File: src/rtl/sync_updown_counter.sv
`default_nettype none
// ============================================================================
// Module   : sync_updown_counter
// Brief    : Presettable synchronous up/down modulo-N counter with P/T enables,
//            active-low ripple carry and registered terminal-count pulse.
// Revision : 1.0 - initial release
// ============================================================================
module sync_updown_counter #(
  parameter int WIDTH    = 4,
  parameter int MODULUS  = 2**WIDTH,
  parameter int DFF_RISE = 5,
  parameter int DFF_FALL = 5
) (
  input  logic             CLOCK,
  input  logic             RESET,
  input  logic             CLRn,
  input  logic             LOADn,
  input  logic             U_Dn,
  input  logic             ENABLE_Pn,
  input  logic             ENABLE_Tn,
  input  logic [WIDTH-1:0] DATA,
  output logic [WIDTH-1:0] Q,
  output logic             RCOn,
  output logic             TCR
);

  localparam logic [WIDTH-1:0] c_max = WIDTH'(MODULUS - 1);

  // Output delays are a simulation-model notion only; here they are merely range-checked.
  if (WIDTH < 1 || WIDTH > 16) begin : g_bad_width
    $error("sync_updown_counter: WIDTH must be 1..16");
  end
  if (MODULUS < 2 || MODULUS > 2**WIDTH) begin : g_bad_modulus
    $error("sync_updown_counter: MODULUS must be 2..2**WIDTH");
  end
  if (DFF_RISE < 0 || DFF_FALL < 0) begin : g_bad_delay
    $error("sync_updown_counter: DFF_RISE/DFF_FALL must be non-negative");
  end

  logic [WIDTH-1:0] r_q;
  logic             r_tcr;
  logic             w_terminal;
  logic             w_count;
  logic [WIDTH-1:0] w_up_next;
  logic [WIDTH-1:0] w_dn_next;

  always_comb begin
    w_terminal = U_Dn ? (r_q == c_max) : (r_q == '0);
    w_count    = CLRn & LOADn & ~ENABLE_Pn & ~ENABLE_Tn;
    // Out-of-range values (>= MODULUS after a load) fold back to zero going up.
    w_up_next  = (r_q >= c_max) ? '0 : r_q + 1'b1;
    w_dn_next  = (r_q == '0) ? c_max : r_q - 1'b1;
  end

  always_ff @(posedge CLOCK or posedge RESET) begin
    if (RESET) begin
      r_q   <= '0;
      r_tcr <= 1'b0;
    end else if (!CLRn) begin
      r_q   <= '0;
      r_tcr <= 1'b0;
    end else if (!LOADn) begin
      r_q   <= DATA;
      r_tcr <= 1'b0;
    end else if (w_count) begin
      r_q   <= U_Dn ? w_up_next : w_dn_next;
      // Only a count that leaves the exact terminal state is a wrap.
      r_tcr <= w_terminal;
    end else begin
      r_tcr <= 1'b0;
    end
  end

  assign Q    = r_q;
  assign RCOn = ~(~ENABLE_Tn & w_terminal);
  assign TCR  = r_tcr;

endmodule
`default_nettype wire

File: config.mk
export PLATFORM = sky130hd
export DESIGN_NAME = sync_updown_counter
export DESIGN_NICKNAME = d
export VERILOG_FILES = /design/src/rtl/sync_updown_counter.sv
export SDC_FILE = /design/constraint.sdc
export NUM_CORES = 1
export LEC_CHECK = 0
export CAP_MARGIN = 5
export CORE_AREA = 2 2 39 41
export DETAILED_ROUTE_END_ITERATION = 16
export DIE_AREA = 0 0 41 43
export PLACE_DENSITY_LB_ADDON = 0.25
export SLEW_MARGIN = 15
export SYNTH_ARGS = -nofsm -noshare
export SYNTH_HDL_FRONTEND = slang
export SYNTH_SLANG_ARGS = --single-unit
File: constraint.sdc
create_clock -name CLOCK -period 1.87 [get_ports CLOCK]
set_clock_uncertainty 0.05 [all_clocks]
set_input_delay 0.561 -clock CLOCK [delete_from_list [all_inputs] [get_ports CLOCK]]
set_output_delay 0.561 -clock CLOCK [all_outputs]
set_load 0.01 [all_outputs]
After elaboration in Yosys (flattened, before gate mapping)
Cells that the tools add are included.

Add/subtract/negate cells: 2. Order comparisons: 1. Equality and inequality tests: 2. Mux-type cells: 10. Bitwise operators: 7. Reductions and logical operators: 1.

Operator list (number): 4-bit 2-to-1 mux (6); 4-bit by 1-bit adder with 4-bit output, second input constant (1); 1-bit AND (4); 4-bit == test, second input constant (1); 4-bit greater-or-equal comparator, second input constant (1); 4-bit logical NOT (1); 1-bit 2-to-1 mux (4); 4-bit by 1-bit subtractor with 4-bit output, second input constant (1); 3-bit by 2-bit != test with 1-bit output, second input constant (1); 1-bit NOT (3).

Register bits after elaboration: 5. Bits of input ports: 11. Output and inout port bits: 6.

Depth between registers and ports, before layout
Gate-level depths: netlist of run 1.

Word-level depth: 6. Mapped depth: 6. Mapped depth without buffers: 6.

Least setup slack after synthesis of run 1
OpenSTA, ideal clock, no wires.

Kind: reg2out. Start point: register r_q[0], in the netlist Q[0]. End point: output port RCOn. Data arrival time: 1261 ps. Setup slack: -2 ps. Stages on the path, launching flop included: 6. Buffers on the path: 0. Cell sequence: dfrtp_1 > inv_1 > ha_1 > nor2b_1 > a2bb2o_1 > nand2b_1.

Word-level cells in the longest chain between the ends: 4. Elaborated cells between the ends (all ways): 5.

RTL lines: start: declaration (line 40) `logic [WIDTH-1:0] r_q;`; start signal: assignment (line 66) `r_q <= U_Dn ? w_up_next : w_dn_next;`; 4-bit == test or 4-bit logical NOT (tied branches) (line 48) `w_terminal = U_Dn ? (r_q == c_max) : (r_q == '0);`; 1-bit 2-to-1 mux (*) (line 48); 1-bit AND (*) (line 75) `assign RCOn = ~(~ENABLE_Tn & w_terminal);`; 1-bit NOT (*) (line 75); end: declaration (line 23) `output logic RCOn,`.

Mark *: on every way between the ends. The rest lies on a longest branch, timed or not.

Worst setup path after layout of run 1
Same ends and word-level chain as after synthesis.

==> impl_summary.txt, run 1 <==
----------------------------------------------------
[GRT]
  Global-route usage over all layers ... 18.0%
  Overflow left after global routing ... 0
  Largest net degree at the start of global routing ... 7
  Via count of the first global-routing pass ... 484
  First-pass GRT wire length ... 2080 um
  Initial antenna violation count ... 0

[Final layout]
  Storage cell area ... 126 um^2
  Ant diodes ... 0
  Layout overhead on the synthesized area ... 86.2%
  Fraction of layout instances using a drive strength above 1 ... 40.5%
  Total area of multi-input combinational cells ... 309 um^2
  Util after Layout ... 57.2%
  Filler Cell Count ... 139
  Number of nets in the layout ... 99
  Design area ... 792 um^2

[Worst setup path]
  CP max FO ... 4
  Data required time of the worst path ... 1260 ps
  Cells along the critical path ... inv_2, ha_4, nor2b_4, a2bb2o_4, nand2b_1, buf_2
  Number of cell instances on the worst register-to-register path ... 6
  Worst path arrival time ... 1370 ps
  Critical path endpoint category ... output pin
  Standard cell with the maximum stage delay on the critical path ... sky130_fd_sc_hd__dfrtp_2
  Minimum setup slack among reg-to-reg paths ... 320 ps
  Kind of critical path ... flip-flop to output pin
  Crit path largest cell delay ... 410 ps
  Startpoint types ... flip-flop

[Timing]
  Final Setup Violations ... 1
  Final Max Tran Viols ... 0
  Worst-margin pin slew ... 257 ps
  Hold violation count in the final report ... 0
  Final period util ... 106%
  Post-route minimum period ... 1980 ps
  Setup repair after global routing missed its margin ... true
  Final hold slack ... 475 ps
  Setup slack after layout ... -108 ps
  Worst slew margin relative to its limit ... 82.6%
  Highest attainable clock frequency ... 506 MHz

[Synthesis]
  Cells after synthesis ... 47
  Count of flip-flops with a built-in enable after synthesis ... 0
  Flop and latch count out of synthesis ... 5
  Post-synthesis sequential area ratio ... 29.4%
  Proportion of netlist area held by the largest area contributor ... 29.4%
  Most area-consuming cells after synthesis ... sky130_fd_sc_hd__dfrtp_1 29%, sky130_fd_sc_hd__ha_1 8.8%, sky130_fd_sc_hd__o211a_1 4.7%
  Most used standard cells in the synthesized netlist ... 5 x sky130_fd_sc_hd__dfrtp_1, 5 x sky130_fd_sc_hd__inv_1, 3 x sky130_fd_sc_hd__ha_1, 3 x sky130_fd_sc_hd__nand2_1
  Post-synthesis cell area ... 425 um^2
  Net count after synthesis ... 61
  Commonest register cell after synthesis ... sky130_fd_sc_hd__dfrtp_1
  Count of unique library cells instantiated by Yosys ... 29
  Yosys warning total ... 0
  Leading area contributor after synthesis ... sky130_fd_sc_hd__dfrtp_1
  Post-synth ARST share ... 100%
  Post-Synthesis Mean Instance Area ... 9.05 um^2

[Drt]
  DRC marker count from the first detailed-route iteration ... 7
  Drt via density ... 4.92
  Total via count after detailed routing ... 492
  DRC violations left ... 0
  Remaining antenna violation count ... 0
  First-pass iteration count of the detailed router ... 4
  Routed WL per cell ... 12.4 um
  Final wirelength ... 1240 um

[Die]
  Die X-Extent ... 41 um
  Height of the die ... 43 um
  IO Count ... 17
  Placement row count ... 14
  Floorplan core area ... 1380 um^2
  Initial Utilization ... 30.7%
  Floorplan die area ... 1760 um^2

[Power and ir drop]
  Proportion of total power due to net switching ... 29.2%
  Worst voltage drop across the vdd grid ... 0.269 mV
  Power per cell area ... 525 nW/um^2
  Flop pwr share ... 29.6%
  Overall power consumption ... 415 uW
  Share of total power in combinational logic ... 39.5%
  Part of the power in the clock network ... 30.9%
  Sw power ... 121 uW
  Total leakage power ... 0.378 nW
  Internal portion of total power ... 294 uW

[Clocking]
  Clock root buffer master ... sky130_fd_sc_hd__clkbuf_4
  Clock input transition at the sequential cells of the worst setup and hold paths ... 50 ps
  Total clock buffers created by CTS ... 3
  Quantity of hold-fixing buffers added after cts ... 0
  Worst skew pair latency ... 250 ps
  Clock tree from TritonCTS ... yes
  Number of sinks driven by the clock tree ... 5
  Htree depth ... 1
  Maximum buffer depth of the clock tree ... 2

[Place]
  Placed wire-length estimate ... 953 um
  Routability Congestion ... 0.766
  Area of placed instances ... 717 um^2
  Number of buffer cells added on primary ports ... 16
  Place WS ... -739 ps

[Run status]
  Result of the run ... finished with violations
  Violations in the final reports ... negative setup slack

[Flow run]
  Max capacitance violation total ... 0

[Hold path]
  Hold/Removal Path Class ... input pin to async pin

----------------------------------------------------
critical path: cells and delay by family, from the launching register on:
family                     cells  cell delay (ps)
buffers and inverters          2              190
and+or+nand+nor                2              180
DFF                            1              410
AOI/OAI and AO/OA              1              200
adders and majority gates      1              150
power by group through the flow:
| stage | Combinational, mW | Sequential, mW | Clock, mW |
|---|---|---|---|
| floorplan | 0.0589 | 0.130 | 0 |
| global placement | 0.145 | 0.126 | 0 |
| detailed placement | 0.147 | 0.126 | 0 |
| CTS | 0.164 | 0.123 | 0.135 |
| global route | 0.181 | 0.124 | 0.145 |
| finish | 0.164 | 0.123 | 0.128 |
sequential cells by signal, summed over array words and instances (netlist names):
signal	count
Q	4
TCR	1
repair_timing:
action | in CTS | in global routing
setup buffers | 3 | 0
hold endpoints to repair | 0 | 0
setup endpoints to repair | 5 | 1
pin swaps | 1 | 1
resized for setup | 19 | 0
metal layers:
layer  part of all wire (%)  up-vias  track usage, %
met1                     42      231            20.7
met2                     53       12            28.4
met5                      0        -               0
met3                    4.2        0            7.85
li1                       -      249               -
met4                      0        0            6.00
logic make-up (layout without fill, tap and decap cells):
logic type | count (synthesis) | in the layout | synth area share, %
simple gates | 12 | 12 | 16.2
xor+xnor | 2 | 2 | 4.12
fa+ha+maj | 3 | 3 | 8.82
flops | 5 | 5 | 29.4
compound gates | 16 | 16 | 29.7
buf+inv | 7 | 44 | 6.77
mux | 2 | 2 | 5.00
layout by cell type, fill, tap and decap left out, types with 3 or more instances in the layout:
cell and instances:
sky130_fd_sc_hd__clkdlybuf4s50_1 10, sky130_fd_sc_hd__inv_1 3, sky130_fd_sc_hd__dlygate4sd2_1 5, sky130_fd_sc_hd__nand2_1 3, sky130_fd_sc_hd__buf_4 19, sky130_fd_sc_hd__dfrtp_1 4
sky130_fd_sc_hd__clkbuf_4 3
final timing paths:
check	start	endpoint
setup / recovery	Q[0]	RCOn
hold / removal	RESET	Q[2]
setup reg to reg	Q[0]	Q[2]
hold reg to reg	Q[2]	Q[2]
max in group asynchronous	RESET	Q[0]
min in group CLOCK	Q[2]	Q[2]
final cells by class:
| type | count | area share (%) |
|---|---|---|
| multi-input cells | 35 | 39.0 |
| inverters | 5 | 2.37 |
| clock buffers | 4 | 3.32 |
| flip-flops and latches | 5 | 16.0 |
| repair buffers | 35 | 36.8 |
| well taps | 16 | 2.53 |
stage by stage:
step	TNS [ps]	std cells
after floorplan	0	47
after global placement	-745	93
after detailed placement	-768	93
after CTS	-122	100
after global routing	-177	100
final	-108	100
No activity file was read; power rests on OpenSTA's default activity.
==> inputs of run 2 (changes only) <==
DONT_BUFFER_PORTS = 1   (was default)
clock period = 1.7 ns   (was 1.87 ns; I/O delays follow)
==> impl_summary.txt, run 2 (synthesis gave the netlist of run 1 again) <==
----------------------------------------------------
[Timing]
  Final Max Tran Viols ... 0
  Setup slack after layout ... -107 ps
  Setup total negative slack ... -107 ps
  Setup repair after global routing missed its margin ... true
  Hold violation count in the final report ... 0
  Post-route minimum period ... 1810 ps
  Highest attainable clock frequency ... 553 MHz
  Worst slew margin relative to its limit ... 81.9%
  Final period util ... 106%
  Worst-margin pin slew ... 269 ps
  Final Setup Violations ... 1

[Worst setup path]
  CP max FO ... 4
  Crit path largest cell delay ... 380 ps
  Data required time of the worst path ... 1140 ps
  End of the worst register-to-register path ... Q[2]
  Startpoint types ... flip-flop
  Critical path startpoint ... Q[1]
  Capturing element of the worst setup path ... RCOn
  Minimum setup slack among reg-to-reg paths ... 180 ps
  Standard cell with the maximum stage delay on the critical path ... sky130_fd_sc_hd__dfrtp_2
  Critical path endpoint category ... output pin
  Reg2Reg Launch Point ... Q[1]
  Cells along the critical path ... inv_2, ha_4, nor2b_4, a2bb2o_4, nand2b_4
  Kind of critical path ... flip-flop to output pin
  Number of cell instances on the worst register-to-register path ... 7
  Worst path arrival time ... 1250 ps

[Final layout]
  Storage cell area ... 128 um^2
  Number of flip-flops in the largest register ... 4
  Layout overhead on the synthesized area ... 40.9%
  Util after Layout ... 43.3%
  Ant diodes ... 0
  Fraction of layout instances using a drive strength above 1 ... 45.9%
  Post-Layout Cell Count ... 77
  Most common library cell in the layout ignoring fill and taps ... sky130_fd_sc_hd__buf_4
  Filler Cell Count ... 135
  Commonest cells after routing, fill and taps aside ... 12 x sky130_fd_sc_hd__buf_4, 3 x sky130_fd_sc_hd__dfrtp_1, 3 x sky130_fd_sc_hd__nand2_1, 3 x sky130_fd_sc_hd__inv_1, 3 x sky130_fd_sc_hd__clkbuf_4
  Total area of multi-input combinational cells ... 317 um^2
  Number of nets in the layout ... 76

[Drt]
  Total via count after detailed routing ... 427
  DRC violations left ... 0
  Routed WL per cell ... 14.9 um
  DRC marker count from the first detailed-route iteration ... 11
  Final wirelength ... 1150 um
  First-pass iteration count of the detailed router ... 4
  Drt via density ... 5.55
  Remaining antenna violation count ... 0

[Clocking]
  Clock tree from TritonCTS ... yes
  Number of sinks driven by the clock tree ... 5
  Worst skew pair latency ... 240 ps
  Maximum buffer depth of the clock tree ... 2
  Quantity of hold-fixing buffers added after cts ... 0
  Total clock buffers created by CTS ... 3
  Clock root buffer master ... sky130_fd_sc_hd__clkbuf_4
  Clock input transition at the sequential cells of the worst setup and hold paths ... 50 ps
  Htree depth ... 1

[Power and ir drop]
  Power per cell area ... 682 nW/um^2
  Total leakage power ... 0.274 nW
  Worst voltage drop across the vdd grid ... 0.295 mV
  Overall power consumption ... 409 uW

[Die]
  Die X-Extent ... 41 um
  Floorplan core area ... 1380 um^2
  Height of the die ... 43 um
  Placement row count ... 14
  Initial Utilization ... 30.7%
  Floorplan die area ... 1760 um^2
  IO Count ... 17

[GRT]
  Largest net degree at the start of global routing ... 11
  First-pass GRT wire length ... 1880 um
  Overflow left after global routing ... 0
  Global-route usage over all layers ... 15.9%
  Via count of the first global-routing pass ... 422
  Initial antenna violation count ... 0

[Hold path]
  Hold/Removal Path Class ... input pin to async pin

[Place]
  Routability Congestion ... 0.765
  Place WS ... 54.0 ps
  Placed wire-length estimate ... 907 um
  Number of buffer cells added on primary ports ... 0
  Total placed cells including tap cells ... 69

[Flow run]
  Max capacitance violation total ... 0

[Run status]
  Violations in the final reports ... negative setup slack
  Result of the run ... finished with violations

----------------------------------------------------
## run 2: timing repair
action	4_1_cts	5_1_grt
buffers inserted	1	3
endpoints found under the setup margin	1	1
gates resized for setup	7	0
pin swaps	1	2
## run 2: metrics by stage
step	hold WS [ps]	instance area [um^2]
2_1_floorplan	238	440
3_3_place_gp	268	510
3_5_place_dp	272	510
4_1_cts	10.2	577
5_1_grt	15.9	599
6_report	2.28	599
## run 2: cell type report
cell class / instances / area share, %
clock buffers: 4 / 4.38
inverters: 5 / 3.13
multi-input cells: 35 / 52.8
flip-flops and latches: 5 / 21.3
well taps: 16 / 3.34
repair buffers: 12 / 15.0
## run 2: worst min-delay path by stage
stage,startpoint,end,slack (ps),cells past startpoint
after floorplan,RESET,Q[2],240,1
after global placement,RESET,TCR,270,1
after detailed placement,RESET,TCR,270,1
after CTS,RESET,TCR,10,1
after global routing,RESET,Q[3],20,1
final,RESET,TCR,2,1
## run 2: worst max-delay path: cells and delay by family, from the launching register on
kind	cells	cell delay, ps
buffers and inverters	1	60
AOI/OAI and AO/OA	1	220
DFF	1	380
adders and majority gates	1	150
and+or+nand+nor	2	190
## run 2: routing by layer
layer | track usage, % | share of wire [%] | up-vias
li1 | - | - | 202
met1 | 18.3 | 40 | 211
met2 | 24.4 | 54 | 12
met3 | 7.85 | 4.5 | 2
met4 | 5.33 | 1.0 | 0
met5 | 0 | 0 | -
## run 2: report_power, final
| part | leakage (nW) | switching, mW | total (mW) | internal [mW] |
|---|---|---|---|---|
| clock | 0.0150 | 0.0498 | 0.139 | 0.0888 |
| combinational | 0.196 | 0.0577 | 0.133 | 0.0751 |
| sequential | 0.0633 | 0.00954 | 0.137 | 0.128 |
